===== config.mk =====
export PLATFORM = sky130hd
export DESIGN_NAME = uart_tx
export DESIGN_NICKNAME = d
export VERILOG_FILES = /design/src/rtl/uart_pkg.sv /design/src/rtl/uart_tx_fifo.sv /design/src/rtl/uart_tx.sv
export SDC_FILE = /design/constraint.sdc
export NUM_CORES = 1
export LEC_CHECK = 0
export ABC_CLOCK_PERIOD_IN_PS = 9900
export CORE_UTILIZATION = 25
export DETAILED_ROUTE_END_ITERATION = 8
export GPL_ROUTABILITY_DRIVEN = 0
export MAX_ROUTING_LAYER = met4
export PLACE_DENSITY_LB_ADDON = 0.2
export SYNTH_ARGS = -nofsm -noshare
export SYNTH_HDL_FRONTEND = slang
export SYNTH_HIERARCHICAL = 1
export SYNTH_SLANG_ARGS = --single-unit

===== constraint.sdc =====
create_clock -name clk_i -period 9.9 [get_ports clk_i]
set_clock_uncertainty 0.15 [all_clocks]
set_input_delay 1.98 -clock clk_i [delete_from_list [all_inputs] [get_ports clk_i]]
set_output_delay 1.98 -clock clk_i [all_outputs]
set_load 0.005 [all_outputs]

===== src/rtl/uart_pkg.sv =====
// Shared definitions for the UART transmitter: 8N1 frame constants, the
// transmit FSM state encoding and the bit-period clamp helper.
package uart_pkg;

    localparam int unsigned DATA_BITS      = 8;
    localparam int unsigned FRAME_BITS     = 10;
    localparam int unsigned MIN_BIT_PERIOD = 2;
    localparam int unsigned PERIOD_W       = 32;
    localparam int unsigned BIT_IDX_W      = 3;

    typedef enum logic [1:0] {
        IDLE  = 2'd0,
        START = 2'd1,
        DATA  = 2'd2,
        STOP  = 2'd3
    } uart_state_e;

    // Periods shorter than the minimum would leave no room for the counter reload.
    function automatic logic [PERIOD_W-1:0] clamp_period(input logic [PERIOD_W-1:0] period);
        return (period < PERIOD_W'(MIN_BIT_PERIOD)) ? PERIOD_W'(MIN_BIT_PERIOD) : period;
    endfunction

endpackage


===== src/rtl/uart_tx_fifo.sv =====
// Transmit FIFO: synchronous, registered storage, show-ahead head output.
// Ports:
//   clk_i, arst_i  clock, asynchronous active-high reset
//   push_i/data_i  write request and byte (ignored while full)
//   pop_i          read request (ignored while empty)
//   head_o         byte at the read pointer, valid whenever !empty_o
//   empty_o/full_o occupancy flags decoded from the pointers
module uart_tx_fifo
    import uart_pkg::*;
#(
    parameter int unsigned DEPTH = 4,
    parameter int unsigned WIDTH = DATA_BITS
) (
    input  logic             clk_i,
    input  logic             arst_i,
    input  logic             push_i,
    input  logic [WIDTH-1:0] data_i,
    input  logic             pop_i,
    output logic [WIDTH-1:0] head_o,
    output logic             empty_o,
    output logic             full_o
);

    localparam int unsigned AW = $clog2(DEPTH);
    localparam int unsigned PW = AW + 1;

    logic [PW-1:0]    wr_ptr_q, wr_ptr_d;
    logic [PW-1:0]    rd_ptr_q, rd_ptr_d;
    logic [WIDTH-1:0] mem_q [DEPTH];
    logic [WIDTH-1:0] mem_d [DEPTH];
    logic             do_push;
    logic             do_pop;

    // Extra pointer MSB distinguishes full from empty when the indices match.
    assign empty_o = (wr_ptr_q == rd_ptr_q);
    assign full_o  = (wr_ptr_q[AW] != rd_ptr_q[AW]) &&
                     (wr_ptr_q[AW-1:0] == rd_ptr_q[AW-1:0]);
    assign do_push = push_i && !full_o;
    assign do_pop  = pop_i && !empty_o;
    assign head_o  = mem_q[rd_ptr_q[AW-1:0]];

    // Next-state for pointers and storage; push and pop may coincide.
    always_comb begin
        wr_ptr_d = wr_ptr_q;
        rd_ptr_d = rd_ptr_q;
        mem_d    = mem_q;
        if (do_push) begin
            mem_d[wr_ptr_q[AW-1:0]] = data_i;
            wr_ptr_d                = wr_ptr_q + PW'(1);
        end
        if (do_pop) begin
            rd_ptr_d = rd_ptr_q + PW'(1);
        end
    end

    always_ff @(posedge clk_i or posedge arst_i) begin
        if (arst_i) begin
            wr_ptr_q <= '0;
            rd_ptr_q <= '0;
            for (int i = 0; i < int'(DEPTH); i++) begin
                mem_q[i] <= '0;
            end
        end else begin
            wr_ptr_q <= wr_ptr_d;
            rd_ptr_q <= rd_ptr_d;
            mem_q    <= mem_d;
        end
    end

endmodule


===== src/rtl/uart_tx.sv =====
// UART transmitter, 8N1, LSB first, with a small transmit FIFO in front.
// Ports:
//   clk_i, arst_i            clock, asynchronous active-high reset
//   bit_period_i             clock cycles per bit, clamped to >= 2, latched per frame
//   tx_valid_i/tx_data_i     producer handshake and byte
//   tx_ready_o               FIFO not full
//   tx_o                     registered serial line
//   busy_o                   registered; FSM active or FIFO holding bytes
module uart_tx
    import uart_pkg::*;
#(
    parameter int unsigned FIFO_DEPTH = 4,
    parameter logic        IDLE_LEVEL = 1'b1
) (
    input  logic                clk_i,
    input  logic                arst_i,
    input  logic [PERIOD_W-1:0] bit_period_i,
    input  logic                tx_valid_i,
    input  logic [DATA_BITS-1:0] tx_data_i,
    output logic                tx_ready_o,
    output logic                tx_o,
    output logic                busy_o
);

    uart_state_e                state_q, state_d;
    logic [PERIOD_W-1:0]        cnt_q, cnt_d;
    logic [PERIOD_W-1:0]        period_q, period_d;
    logic [BIT_IDX_W-1:0]       bit_idx_q, bit_idx_d;
    logic [DATA_BITS-1:0]       shift_q, shift_d;
    logic                       tx_q, tx_d;
    logic                       busy_q, busy_d;

    logic                       fifo_pop;
    logic [DATA_BITS-1:0]       fifo_head;
    logic                       fifo_empty;
    logic                       fifo_full;
    logic [PERIOD_W-1:0]        period_clamped;
    logic                       bit_done;

    uart_tx_fifo #(
        .DEPTH (FIFO_DEPTH),
        .WIDTH (DATA_BITS)
    ) u_fifo (
        .clk_i   (clk_i),
        .arst_i  (arst_i),
        .push_i  (tx_valid_i),
        .data_i  (tx_data_i),
        .pop_i   (fifo_pop),
        .head_o  (fifo_head),
        .empty_o (fifo_empty),
        .full_o  (fifo_full)
    );

    assign tx_ready_o     = !fifo_full;
    assign period_clamped = clamp_period(bit_period_i);
    assign bit_done       = (cnt_q == '0);

    // FSM, bit counter and shifter. The line level is derived from the
    // current state, so tx_o trails the state register by one cycle.
    always_comb begin
        state_d   = state_q;
        cnt_d     = cnt_q;
        period_d  = period_q;
        bit_idx_d = bit_idx_q;
        shift_d   = shift_q;
        tx_d      = IDLE_LEVEL;
        fifo_pop  = 1'b0;

        case (state_q)
            IDLE: begin
                tx_d = IDLE_LEVEL;
                if (!fifo_empty) begin
                    fifo_pop = 1'b1;
                    shift_d  = fifo_head;
                    period_d = period_clamped;
                    cnt_d    = period_clamped - PERIOD_W'(1);
                    state_d  = START;
                end
            end
            START: begin
                tx_d = ~IDLE_LEVEL;
                if (bit_done) begin
                    cnt_d     = period_q - PERIOD_W'(1);
                    bit_idx_d = '0;
                    state_d   = DATA;
                end else begin
                    cnt_d = cnt_q - PERIOD_W'(1);
                end
            end
            DATA: begin
                tx_d = shift_q[0];
                if (bit_done) begin
                    cnt_d   = period_q - PERIOD_W'(1);
                    shift_d = shift_q >> 1;
                    if (bit_idx_q == BIT_IDX_W'(DATA_BITS - 1)) begin
                        state_d = STOP;
                    end else begin
                        bit_idx_d = bit_idx_q + BIT_IDX_W'(1);
                    end
                end else begin
                    cnt_d = cnt_q - PERIOD_W'(1);
                end
            end
            STOP: begin
                tx_d = IDLE_LEVEL;
                if (bit_done) begin
                    // Chain straight into the next frame when a byte is waiting.
                    if (!fifo_empty) begin
                        fifo_pop = 1'b1;
                        shift_d  = fifo_head;
                        period_d = period_clamped;
                        cnt_d    = period_clamped - PERIOD_W'(1);
                        state_d  = START;
                    end else begin
                        cnt_d   = '0;
                        state_d = IDLE;
                    end
                end else begin
                    cnt_d = cnt_q - PERIOD_W'(1);
                end
            end
            default: begin
                state_d = IDLE;
            end
        endcase
    end

    // Busy is registered alongside tx so both reflect the same cycle of activity.
    always_comb begin
        busy_d = (state_q != IDLE) || !fifo_empty;
    end

    always_ff @(posedge clk_i or posedge arst_i) begin
        if (arst_i) begin
            state_q   <= IDLE;
            cnt_q     <= '0;
            period_q  <= '0;
            bit_idx_q <= '0;
            shift_q   <= '0;
            tx_q      <= IDLE_LEVEL;
            busy_q    <= 1'b0;
        end else begin
            state_q   <= state_d;
            cnt_q     <= cnt_d;
            period_q  <= period_d;
            bit_idx_q <= bit_idx_d;
            shift_q   <= shift_d;
            tx_q      <= tx_d;
            busy_q    <= busy_d;
        end
    end

    assign tx_o   = tx_q;
    assign busy_o = busy_q;

endmodule


==> run_summary.xml, run 1 <==
<?xml version="1.0" encoding="UTF-8"?>
<metrics>
  <group name="routing">
    <metric name="drt-initial-drc-count" unit="">508</metric>
    <metric name="routed_via_count" unit="">6425</metric>
    <metric name="detail_route.drc_violations" unit="">0</metric>
    <metric name="number_of_detailed_route_iterations_in_the_first_pass" unit="">5</metric>
    <metric name="wl" unit="µm">24300</metric>
    <metric name="wl_per_cell" unit="µm">19.3</metric>
    <metric name="ant_nets" unit="">0</metric>
    <metric name="routed_via_density" unit="">5.10</metric>
  </group>
  <group name="clock_tree">
    <metric name="cts_root_buf" unit="">clkbuf_16</metric>
    <metric name="clock_latency" unit="ns">0.43</metric>
    <metric name="clk_path_buf_depth" unit="">2</metric>
    <metric name="postCtsSetupBuffers" unit="">0</metric>
    <metric name="clock_slew_at_the_register_clock_pins_of_the_worst_setup_and_hold_paths" unit="ns">0.06</metric>
    <metric name="cts_hold_buf" unit="">0</metric>
    <metric name="postCtsResizedCells" unit="">0</metric>
    <metric name="numCtsBuffers" unit="">17</metric>
    <metric name="cts-htree-levels" unit="">4</metric>
    <metric name="tritoncts" unit="">done</metric>
    <metric name="clkSinkCount" unit="">117</metric>
  </group>
  <group name="global_routing">
    <metric name="groute.usage.overall" unit="%">16.9</metric>
    <metric name="grt_remaining_overflow" unit="">0</metric>
    <metric name="grt_max_degree" unit="">48</metric>
    <metric name="number_of_antenna_violations_at_the_first_check_in_global_routing" unit="">0</metric>
    <metric name="global_route_wire_length_before_repair" unit="µm">39100</metric>
    <metric name="number_of_global_route_vias_before_repair" unit="">6321</metric>
  </group>
  <group name="pwr">
    <metric name="netSwitchingPower" unit="mW">1.35</metric>
    <metric name="cell_internal_pwr" unit="mW">1.73</metric>
    <metric name="cellLeakagePower" unit="nW">3.54</metric>
    <metric name="switching_share" unit="%">43.8</metric>
    <metric name="irDropWorstVdd" unit="mV">0.127</metric>
    <metric name="power_frac_clock" unit="%">19.4</metric>
    <metric name="power_density" unit="nW/µm²">334</metric>
    <metric name="p_comb_share" unit="%">49.8</metric>
    <metric name="p_seq_share" unit="%">30.8</metric>
  </group>
  <group name="worst_setup_path">
    <metric name="worstSetupPathType" unit="">in -&gt; reg</metric>
    <metric name="cp_num_cells" unit="">14</metric>
    <metric name="worstPathMaxFanout" unit="">11</metric>
    <metric name="arrival" unit="ns">6.54</metric>
    <metric name="cp.required" unit="ns">10.04</metric>
    <metric name="kind_of_end_point_of_the_critical_path" unit="">register</metric>
    <metric name="delay_contributed_by_the_slowest_stage_of_the_critical_path" unit="ns">0.63</metric>
    <metric name="reg2reg_depth" unit="">7</metric>
    <metric name="critical_path.cell_chain" unit="">clkdlybuf4s50_1, or4_1, nor3_1, nand3_1, o21ai_0, ha_1, nand2b_1, nor3_1, buf_4, nand3_1, nor4_1, xor2_1, a311oi_1, o21ai_0</metric>
    <metric name="critPathBufInv" unit="">2</metric>
    <metric name="startpoint_type" unit="">input pin</metric>
    <metric name="worst_path_max_delay_cell" unit="">nor3_1</metric>
    <metric name="cpLargestDelayFamily" unit="">simple AND/OR/NAND/NOR gates</metric>
  </group>
  <group name="placement">
    <metric name="post-place-ws" unit="ns">3.17</metric>
    <metric name="detailed_place_hpwl" unit="µm">17600</metric>
    <metric name="placement.io_buffers" unit="">45</metric>
  </group>
  <group name="layout">
    <metric name="n_fill_cell" unit="">3196</metric>
    <metric name="multi_input_logic_area" unit="µm²">4580</metric>
    <metric name="antenna-diode-count" unit="">0</metric>
    <metric name="finish.net_count" unit="">909</metric>
    <metric name="regArea" unit="µm²">2930</metric>
    <metric name="synthToLayoutAreaGrowth" unit="%">18.9</metric>
    <metric name="layout-drive-gt1-share" unit="%">14.7</metric>
  </group>
  <group name="sta">
    <metric name="slew_viol_final" unit="">0</metric>
    <metric name="relSlewSlack" unit="%">33.6</metric>
    <metric name="period_utilisation_layout" unit="%">64.6</metric>
    <metric name="worst_slew_pin_slew" unit="ns">0.992</metric>
    <metric name="hold_viol" unit="">0</metric>
    <metric name="achievable_frequency" unit="GHz">0.156</metric>
    <metric name="finalCriticalPeriod" unit="ns">6.39</metric>
    <metric name="fin_ws" unit="ns">3.51</metric>
    <metric name="setup_viol" unit="">0</metric>
    <metric name="timing.setup.tns" unit="ns">0</metric>
    <metric name="rsz_0062_raised_after_global_routing" unit="">false</metric>
  </group>
  <group name="yosys">
    <metric name="synth_largest_type_area_fraction" unit="%">37.5</metric>
    <metric name="synth.avg_cell_area" unit="µm²">9.59</metric>
    <metric name="synth_top_cells_by_area" unit="">dfrtp_1 38%, mux2_2 7.3%, xnor2_1 4.6%</metric>
    <metric name="synth_nets" unit="">866</metric>
    <metric name="postSynth.topFlopCell" unit="">dfrtp_1</metric>
    <metric name="postSynthCellCount" unit="">807</metric>
    <metric name="synth-edff-count" unit="">0</metric>
    <metric name="yosys-top-cells-count" unit="">116 x dfrtp_1, 68 x nor2_1, 65 x nand2_1, 50 x mux2_2, 50 x o21ai_0</metric>
    <metric name="synth.yosys.warnings" unit="">6</metric>
    <metric name="post-synth-top-area-cell" unit="">dfrtp_1</metric>
    <metric name="synth_seq_cells" unit="">117</metric>
    <metric name="synthDistinctLibCells" unit="">71</metric>
    <metric name="yosysSeqAreaShare" unit="%">37.8</metric>
    <metric name="synth_most_common_cell" unit="">dfrtp_1</metric>
    <metric name="postSynth.asyncResetShare" unit="%">100</metric>
    <metric name="netlist_area_before_placement" unit="µm²">7740</metric>
  </group>
  <group name="floorplanning">
    <metric name="starting_density_of_the_core" unit="%">25.4</metric>
    <metric name="core_region_area" unit="µm²">30500</metric>
    <metric name="dieWidth" unit="µm">178</metric>
    <metric name="die_area" unit="µm²">31700</metric>
    <metric name="rows" unit="">64</metric>
    <metric name="die_span_y" unit="µm">178</metric>
    <metric name="ioPinCount" unit="">46</metric>
  </group>
  <group name="run_status">
    <metric name="outcome" unit="">finished, final reports clean</metric>
  </group>
  <group name="job">
    <metric name="max_cap_violations" unit="">0</metric>
  </group>
  <group name="min_path">
    <metric name="timing.hold.worst_path_depth" unit="">2</metric>
    <metric name="worst_hold_path_type" unit="">reg -&gt; reg</metric>
  </group>
</metrics>
## worst register-to-register path: stages (launching register included)
cell,delay [ns]
dfrtp_1,0.44
nor4_2,0.88
nand4b_1,0.47
or4_1,0.95
buf_4,0.37
o21a_1,0.43
and2_1,0.46
a221o_1,0.37
## sequential cells by signal, summed over array words and instances, names as in the netlist
signal and flops:
bit_idx_q 3, shift_q 8, period_q 32, cnt_q 32, u_fifo/mem_q 32, busy_o 1, state_q 2, u_fifo/wr_ptr_q 3
u_fifo/rd_ptr_q 3, tx_o 1
## per-layer routing
layer	GRT usage (%)	vias to the layer above	routed length (µm)
met5	-	-	0
met2	25.5	141	11300
met3	2.59	28	845
li1	-	3053	-
met4	5.16	0	383
met1	23.2	3203	11800
## path summary, 6_finish.rpt
path / startpoint / to / slack [ns]
min in group asynchronous: arst_i / period_q[8] / 1.81
min: shift_q[4] / shift_q[4] / 0.33
max: bit_period_i[11] / cnt_q[26] / 3.51
min reg2reg: shift_q[4] / shift_q[4] / 0.33
max in group asynchronous: arst_i / period_q[1] / 6.63
max reg2reg: cnt_q[3] / cnt_q[15] / 5.26
## stage by stage
step | total power [mW] | hold slack [ns] | instance area, µm² | cells | utilization (%)
after floorplan | 2.04 | 0.300 | 7740 | 807 | -
after global placement | 2.48 | 0.316 | 8650 | 1227 | 28.3
after detailed placement | 2.48 | 0.324 | 8650 | 1227 | 28.3
after CTS | 3.10 | 0.338 | 9210 | 1259 | 30.2
after global routing | 3.31 | 0.353 | 9210 | 1259 | 30.2
final | 3.08 | 0.328 | 9210 | 1259 | 30.2
## cell type report
class,instances,share of cell area [%]
clock inverters,14,1.40
multi-input cells,633,49.7
inverters,21,0.870
repair buffers,60,6.12
flip-flops and latches,117,31.8
well taps,396,5.38
clock buffers,18,4.66
## layout by cell type (no fill, tap or decap), types with 10 or more instances in the layout
master,count
dfrtp_1,116
nor2_1,68
nand2_1,65
o21ai_0,50
mux2_2,50
clkdlybuf4s50_1,45
xnor2_1,41
xor2_1,38
a21oi_1,35
nor3_1,28
inv_1,20
or4_1,19
nand3_1,19
nor4_1,18
clkbuf_16,17
ha_1,16
buf_4,15
o211ai_1,14
mux2_1,13
or3_1,12
a31oi_1,11
nand4_1,10
## cells by family after synthesis
kind of cell / after synthesis / synth area share, %
multiplexers: 82 / 13.0
flip-flops: 117 / 37.8
XOR/XNOR: 82 / 9.72
AO/OA/AOI/OAI: 175 / 15.5
adder cells (fa/ha/maj): 16 / 2.59
buffers and inverters: 57 / 3.17
AND/OR/NAND/NOR: 278 / 18.2
## power by group through the flow
stage / sequential [mW] / combinational (mW) / clock, mW
2_1_floorplan: 0.867 / 1.18 / 0
3_3_place_gp: 0.958 / 1.53 / 0
3_5_place_dp: 0.957 / 1.53 / 0
4_1_cts: 0.950 / 1.53 / 0.612
5_1_grt: 0.992 / 1.68 / 0.635
6_report: 0.947 / 1.53 / 0.597
Power figures use the tool's default switching activity.
==> inputs of run 2 (changes only) <==
--- a/config.mk
+++ b/config.mk
@@ -5,7 +5,7 @@
 export SDC_FILE = /design/constraint.sdc
 export NUM_CORES = 1
 export LEC_CHECK = 0
-export ABC_CLOCK_PERIOD_IN_PS = 9900
+export ABC_CLOCK_PERIOD_IN_PS = 5750
 export CORE_UTILIZATION = 25
 export DETAILED_ROUTE_END_ITERATION = 8
 export GPL_ROUTABILITY_DRIVEN = 0
==> constraint.sdc (replaced) <==
create_clock -name clk_i -period 5.75 [get_ports clk_i]
set_clock_uncertainty 0.15 [all_clocks]
set_input_delay 1.15 -clock clk_i [delete_from_list [all_inputs] [get_ports clk_i]]
set_output_delay 1.15 -clock clk_i [all_outputs]
set_load 0.005 [all_outputs]
==> run_summary.xml, run 2 (synthesis gave the netlist of run 1 again) <==
<?xml version="1.0" encoding="UTF-8"?>
<metrics>
  <group name="run_status">
    <metric name="outcome" unit="">finished, final reports clean</metric>
  </group>
  <group name="clock_tree">
    <metric name="cts-htree-levels" unit="">4</metric>
    <metric name="numCtsBuffers" unit="">17</metric>
    <metric name="cts_root_buf" unit="">clkbuf_16</metric>
    <metric name="postCtsSetupBuffers" unit="">0</metric>
    <metric name="clk_path_buf_depth" unit="">2</metric>
    <metric name="postCtsResizedCells" unit="">0</metric>
    <metric name="tritoncts" unit="">done</metric>
    <metric name="clkSinkCount" unit="">117</metric>
    <metric name="cts_hold_buf" unit="">0</metric>
    <metric name="clock_latency" unit="ns">0.43</metric>
    <metric name="clock_slew_at_the_register_clock_pins_of_the_worst_setup_and_hold_paths" unit="ns">0.07</metric>
  </group>
  <group name="pwr">
    <metric name="netSwitchingPower" unit="mW">2.36</metric>
    <metric name="p_seq_share" unit="%">30.1</metric>
    <metric name="p_comb_share" unit="%">48.4</metric>
    <metric name="power_frac_clock" unit="%">21.5</metric>
    <metric name="irDropWorstVdd" unit="mV">0.249</metric>
    <metric name="cellLeakagePower" unit="nW">3.60</metric>
    <metric name="switching_share" unit="%">43.7</metric>
    <metric name="power_density" unit="nW/µm²">581</metric>
    <metric name="cell_internal_pwr" unit="mW">3.04</metric>
  </group>
  <group name="routing">
    <metric name="ant_nets" unit="">0</metric>
    <metric name="drt-initial-drc-count" unit="">598</metric>
    <metric name="detail_route.drc_violations" unit="">0</metric>
    <metric name="routed_via_density" unit="">5.19</metric>
    <metric name="wl_per_cell" unit="µm">19.3</metric>
    <metric name="routed_via_count" unit="">6546</metric>
    <metric name="number_of_detailed_route_iterations_in_the_first_pass" unit="">5</metric>
    <metric name="wl" unit="µm">24400</metric>
  </group>
  <group name="sta">
    <metric name="timing.setup.tns" unit="ns">0</metric>
    <metric name="period_utilisation_layout" unit="%">83.4</metric>
    <metric name="relSlewSlack" unit="%">35.1</metric>
    <metric name="finalCriticalPeriod" unit="ns">4.80</metric>
    <metric name="hold_viol" unit="">0</metric>
    <metric name="achievable_frequency" unit="GHz">0.208</metric>
    <metric name="slew_viol_final" unit="">0</metric>
    <metric name="worst_slew_pin_slew" unit="ns">0.969</metric>
    <metric name="setup_viol" unit="">0</metric>
    <metric name="rsz_0062_raised_after_global_routing" unit="">false</metric>
  </group>
  <group name="worst_setup_path">
    <metric name="kind_of_end_point_of_the_critical_path" unit="">register</metric>
    <metric name="critPathBufInv" unit="">2</metric>
    <metric name="arrival" unit="ns">4.95</metric>
    <metric name="most_repeated_library_cell_on_the_critical_path" unit="">o21ai_0</metric>
    <metric name="worstSetupPathType" unit="">in -&gt; reg</metric>
    <metric name="cp.required" unit="ns">5.90</metric>
    <metric name="worstPathMaxFanout" unit="">7</metric>
    <metric name="startpoint_type" unit="">input pin</metric>
    <metric name="critical_path.cell_chain" unit="">clkdlybuf4s50_1, or4_1, nor3_1, nand3_1, o21ai_0, buf_4, ha_1, nand2b_1, or4_1, o31a_1, o21ai_0, o21ai_0, nand3b_1, nand4_1</metric>
    <metric name="delay_contributed_by_the_slowest_stage_of_the_critical_path" unit="ns">0.70</metric>
    <metric name="worst_path_max_delay_cell" unit="">or4_1</metric>
    <metric name="cpLargestDelayFamily" unit="">simple AND/OR/NAND/NOR gates</metric>
  </group>
  <group name="global_routing">
    <metric name="global_route_wire_length_before_repair" unit="µm">38200</metric>
    <metric name="grt_max_degree" unit="">50</metric>
    <metric name="grt_remaining_overflow" unit="">0</metric>
    <metric name="number_of_antenna_violations_at_the_first_check_in_global_routing" unit="">0</metric>
    <metric name="number_of_global_route_vias_before_repair" unit="">6429</metric>
    <metric name="groute.usage.overall" unit="%">16.5</metric>
  </group>
  <group name="layout">
    <metric name="finish.net_count" unit="">912</metric>
    <metric name="final_cell_mix" unit="">116 x dfrtp_1, 68 x nor2_1, 65 x nand2_1, 50 x mux2_2, 49 x o21ai_0</metric>
    <metric name="layout-drive-gt1-share" unit="%">15.1</metric>
    <metric name="n_fill_cell" unit="">3165</metric>
    <metric name="regArea" unit="µm²">2930</metric>
    <metric name="synthToLayoutAreaGrowth" unit="%">20.1</metric>
    <metric name="stdcell_area" unit="µm²">9300</metric>
    <metric name="layout.cells.most_common" unit="">dfrtp_1</metric>
    <metric name="layout_top_registers" unit="">cnt_q x32, period_q x32, u_fifo/mem_q x32</metric>
    <metric name="multi_input_logic_area" unit="µm²">4580</metric>
    <metric name="antenna-diode-count" unit="">0</metric>
  </group>
  <group name="placement">
    <metric name="placement.io_buffers" unit="">45</metric>
    <metric name="placement.cell_area" unit="µm²">8670</metric>
    <metric name="detailed_place_hpwl" unit="µm">17500</metric>
  </group>
  <group name="floorplanning">
    <metric name="die_span_y" unit="µm">178</metric>
    <metric name="die_area" unit="µm²">31700</metric>
    <metric name="core_region_area" unit="µm²">30500</metric>
    <metric name="rows" unit="">64</metric>
    <metric name="ioPinCount" unit="">46</metric>
    <metric name="dieWidth" unit="µm">178</metric>
    <metric name="starting_density_of_the_core" unit="%">25.4</metric>
  </group>
  <group name="job">
    <metric name="max_cap_violations" unit="">0</metric>
  </group>
  <group name="min_path">
    <metric name="worst_hold_path_type" unit="">reg -&gt; reg</metric>
  </group>
</metrics>
[run 2: cell types whose count changed in the layout (fill, tap and decap cells not counted), sizes merged]
cell,change
clkinvlp,-3
bufinv,+1
clkbuf,-1
inv,+6
clkinv,-3
buf,+3
[run 2: layout make-up]
cell class / instances / share of cell area, %
multi-input cells: 633 / 49.3
inverters: 21 / 0.861
flip-flops and latches: 117 / 31.5
clock buffers: 17 / 4.58
well taps: 396 / 5.33
repair buffers: 63 / 6.30
clock inverters: 15 / 2.17
[run 2: power by group through the flow]
stage / logic, mW / clock network, mW / registers [mW]
5_1_grt: 2.87 / 1.21 / 1.69
4_1_cts: 2.63 / 1.18 / 1.63
3_3_place_gp: 2.62 / 0 / 1.64
6_report: 2.61 / 1.16 / 1.62
2_1_floorplan: 2.03 / 0 / 1.49
3_5_place_dp: 2.62 / 0 / 1.64
[run 2: through the flow]
stage	setup slack, ns	hold slack [ns]	utilization, %	instances	power [mW]
final	0.952	0.333	30.5	1262	5.40
after global routing	0.548	0.352	30.5	1262	5.78
after CTS	1.06	0.336	30.5	1262	5.44
after detailed placement	0.624	0.320	28.4	1230	4.26
after global placement	0.660	0.314	28.4	1230	4.26
after floorplan	1.19	0.300	-	807	3.52
[run 2: path summary, 6_finish.rpt]
path / start / end / slack, ns / depth (start not counted)
max in group asynchronous: arst_i / tx_o / 3.35 / 3
min reg2reg: shift_q[1] / shift_q[1] / 0.33 / 2
min: shift_q[1] / shift_q[1] / 0.33 / 2
max: bit_period_i[22] / cnt_q[22] / 0.95 / 14
max reg2reg: cnt_q[3] / cnt_q[21] / 1.57 / 7
min in group asynchronous: arst_i / u_fifo/wr_ptr_q[1] / 1.05 / 3
[run 2: worst reg2reg max path: cells and delay by family (launching register included)]
family / cells / cell delay, ns
and+or+nand+nor: 4 / 2.62
DFF: 1 / 0.44
AOI/OAI and AO/OA: 3 / 0.83
[run 2: per-layer routing]
layer | up-vias | part of all wire (%) | track usage [%]
met5 | - | 0 | -
met4 | 0 | 1.4 | 4.49
met3 | 32 | 4.4 | 2.83
met2 | 187 | 48 | 25.9
met1 | 3247 | 47 | 21.6
li1 | 3080 | - | -
==> edit 1: new RTL, settings of run 1 <==
Reset style: synchronous (`arst_i`), changed in 2 clocked blocks. Comments in the files are not updated.
--- a/src/rtl/uart_tx_fifo.sv
+++ b/src/rtl/uart_tx_fifo.sv
@@ -55,3 +55,3 @@
 
-    always_ff @(posedge clk_i or posedge arst_i) begin
+    always_ff @(posedge clk_i) begin
         if (arst_i) begin
--- a/src/rtl/uart_tx.sv
+++ b/src/rtl/uart_tx.sv
@@ -132,3 +132,3 @@
 
-    always_ff @(posedge clk_i or posedge arst_i) begin
+    always_ff @(posedge clk_i) begin
         if (arst_i) begin
Function: differs if arst_i is asserted again (counterexample within 4 cycles, from zero or initial values and one cycle with arst_i high); with arst_i held inactive, the same outputs for 10 cycles.
==> edit 1 against run 1 <==
Wire length rose by 9.6%. Combinational power rose by 3%. Global-route usage rose by 0.81 points. Via count rose by 13%. Count of clock-buffer cells in the layout rose by 3. Design area rose by 0.57%. Critical path depth fell by 1. Sequential cell count did not move. Power fell by 3.1%. Area after synthesis rose by 1.0%. Synthesized cell count rose by 20%. Worst setup slack improved by 0.44 ns. Critical endpoint is now cnt_q[18]. Highest routed layer unchanged.
==> edit 1: results (changes against run 1) <==
{
  "area.growth.synth_to_final_pct": 18.44,
  "min_delay_worst_endpoint": "shift_q[7]",
  "synth_compound_area_frac": {"value": 0.1831, "change": "+0.02840"},
  "layout.cells.non_filler": {"value": 1410, "change": "+12%"},
  "maximum_fanout_count_along_the_critical_path": {"value": 8, "change": "-3"},
  "net_count_final": {"value": 1060, "change": "+17%"},
  "grt_pass1_wl": {"value": 41440, "unit": "µm", "change": "+6.1%"},
  "worst_hold_slack": {"value": 0.3050, "unit": "ns", "change": "-0.02331 ns"},
  "grtUsageTotal": {"value": 0.1774, "change": "+0.008065"},
  "asyncSetResetFlopFracSynth": {"value": 0, "change": "-1.000"},
  "synth.mux.area_fraction": {"value": 0.08372, "change": "-0.04676"},
  "reg_to_reg_setup_timing_slack": {"value": 6.13, "unit": "ns", "change": "+0.87 ns"},
  "avgSynthCellArea": {"value": 8.041, "unit": "µm²", "change": "-16%"},
  "grt_max_degree": {"value": 85, "change": "+77%"},
  "drive_above_1_share": {"value": 0.08580, "change": "-0.06136"},
  "worstRegToRegCells": {"value": 10, "change": "+3"},
  "status": "complete, no violations",
  "ys_seq_area_frac": {"value": 0.2997, "change": "-0.07883"},
  "synthDistinctLibCells": {"value": 76, "change": "+7.0%"},
  "synthMostInstantiatedCell": "sky130_fd_sc_hd__nand2_1",
  "post_synth_xor_area_fraction": {"value": 0.08708, "change": "-0.01009"},
  "placedInstanceArea": {"value": 0.008638, "unit": "mm²", "change": "-0.10%"},
  "ir_drop": {"value": 0.0001409, "unit": "V", "change": "+11%"},
  "min-delay-start": "shift_q[7]",
  "crit_start": "bit_period_i[17]",
  "mapped_nets": {"value": 1031, "change": "+19%"},
  "route.vias.total": {"value": 7247, "change": "+13%"},
  "crit_path_top_delay_cell": "sky130_fd_sc_hd__or4_1",
  "drt_iter0_drc": {"value": 548, "change": "+7.9%"},
  "regToRegEndpoint": "cnt_q[18]",
  "ys_dominant_reg_cell": "sky130_fd_sc_hd__dfxtp_1",
  "timing.final.ws_setup": {"value": 3.941, "unit": "ns", "change": "+0.4354 ns"}
}
==> edit 1: layout make-up <==
type / count / area share
multi-input cells: 788 / 0.5587
flip-flops and latches: 117 / 0.2530
repair buffers: 61 / 0.06136
well taps: 396 / 0.05352
clock buffers: 21 / 0.05082
clock inverters: 11 / 0.01608
inverters: 16 / 0.006487
==> edit 1: worst max-delay path, delay by kind of cell <==
kind                     cells  cell delay [ns]
AO/OA/AOI/OAI                5             0.92
adder cells (fa/ha/maj)      1             0.19
buffers and inverters        1             0.59
AND/OR/NAND/NOR              6             2.39
==> edit 1: layer usage <==
layer	vias up	track usage	share of wire
li1	3571	-	-
met2	176	0.2640	0.45
met4	0	0.04696	0.0094
met3	19	0.02629	0.039
met1	3481	0.2479	0.50
met5	-	-	0
==> edit 1: power by group <==
part / switching, W / internal [W] / total [W]
Clock: 0.000245 / 0.000416 / 0.000661
Sequential: 0.000159 / 0.000596 / 0.000755
Combinational: 0.00102 / 0.000551 / 0.00157
Total: 0.00142 / 0.00156 / 0.00298
==> edit 2: new RTL, config.mk and constraints of run 1 <==
Without the edit above. The package constant `DATA_BITS` goes from 8 to 10.
--- a/src/rtl/uart_pkg.sv
+++ b/src/rtl/uart_pkg.sv
@@ -4,3 +4,3 @@
 
-    localparam int unsigned DATA_BITS      = 8;
+    localparam int unsigned DATA_BITS      = 10;
     localparam int unsigned FRAME_BITS     = 10;
Ports: changed (resized tx_data_i); port bits go from 46 to 48. No check against the original RTL was run, so the function may have changed too.
==> edit 2 against run 1 <==
Critical path type unchanged. Design area is 6.6% higher. Critical path depth decreased by 1. Wire length grew 6.6%. Worst setup slack better by 0.40 ns. Sequential cell count is 10 higher. Power rose by 8.3%. Clock power increased by 8.7%. Die area grew 6.8%. Area after synthesis rose by 6.8%.
==> edit 2: results (changes against run 1) <==
{
  "status": "complete, no violations",
  "drt_iter0_drc": {"value": 462, "change": "-9.1%"},
  "seq_power_share": {"value": 0.314, "change": "+0.006"},
  "worstRegToRegCells": {"value": 9, "change": "+2"},
  "synthTopCellsByArea": "sky130_fd_sc_hd__dfrtp_1 (38%), sky130_fd_sc_hd__mux2_2 (8.6%), sky130_fd_sc_hd__xnor2_1 (4.4%)",
  "critPathArrivalTime": {"value": 6.21, "unit": "ns", "change": "-0.33 ns"},
  "cpPeakStageDelay": {"value": 0.72, "unit": "ns", "change": "+0.09 ns"},
  "placement.io_buffers": {"value": 47, "change": "+4.4%"},
  "drive_above_1_share": {"value": 0.1731, "change": "+0.02596"},
  "regToRegEndpoint": "cnt_q[28]",
  "comb_pwr_share": {"value": 0.492, "change": "-0.006"},
  "adder_cell_fraction_of_synth_area": {"value": 0.02421, "change": "-0.001656"},
  "worst_hold_slack": {"value": 0.3375, "unit": "ns", "change": "+0.009190 ns"},
  "synth_compound_area_frac": {"value": 0.1583, "change": "+0.003564"},
  "number_of_instances_in_the_synthesized_netlist": {"value": 826, "change": "+2.4%"},
  "comb-power": {"value": 0.00164, "unit": "W", "change": "+7%"},
  "min-delay-start": "shift_q[5]",
  "timing.final.ws_setup": {"value": 3.903, "unit": "ns", "change": "+0.3974 ns"},
  "ys_seq_area_frac": {"value": 0.3845, "change": "+0.006038"},
  "mapped_nets": {"value": 887, "change": "+2.4%"},
  "crit_start": "bit_period_i[12]",
  "met3_usage": {"value": 0.02595, "change": "+0.00002971"},
  "r2r-start": "cnt_q[14]",
  "crit_path_top_delay_cell": "sky130_fd_sc_hd__nor4_1",
  "met3_wirelength": {"value": 911, "unit": "µm", "change": "+7.8%"},
  "min_delay_worst_endpoint": "shift_q[5]",
  "netSwitchingFraction": {"value": 0.4420, "change": "+0.004361"},
  "grt_pass1_wl": {"value": 40820, "unit": "µm", "change": "+4.5%"},
  "post_synth_xor_area_fraction": {"value": 0.08883, "change": "-0.008339"},
  "reg_top3": "u_fifo/mem_q x40, cnt_q x32, period_q x32",
  "reg_to_reg_setup_timing_slack": {"value": 5.80, "unit": "ns", "change": "+0.54 ns"},
  "wl": {"value": 25940, "unit": "µm", "change": "+6.6%"}
}
[edit 2: changes by cell type after synthesis, sizes merged, moves of 5 or more]
| cell | before | now |
|---|---|---|
| dfrtp | 116 | 126 |
| mux2 | 65 | 72 |
| nor4 | 21 | 32 |
| mux2i | 9 | 15 |
| nor2 | 68 | 54 |
| o21ai | 51 | 43 |
| or4 | 19 | 13 |
| buf | 10 | 17 |
| o31ai | 4 | 11 |
| a32oi | 1 | 6 |
[edit 2: cells by family (layout without fill, tap and decap cells)]
| family | after synthesis | after routing |
|---|---|---|
| AOI/OAI and AO/OA | 183 | 183 |
| xor gates and xnor gates | 80 | 80 |
| adders and majority gates | 16 | 16 |
| buffers and inverters | 61 | 113 |
| DFF | 127 | 127 |
| muxes | 97 | 97 |
| and+or+nand+nor | 262 | 262 |
[edit 2: final cells by class]
type	instances	area (µm²)
repair buffers	61	575.6
multi-input cells	638	4820
inverters	20	76.32
flip-flops and latches	127	3179
clock buffers	17	425.4
well taps	442	553.0
fillers	3424	22720
clock inverters	15	187.7
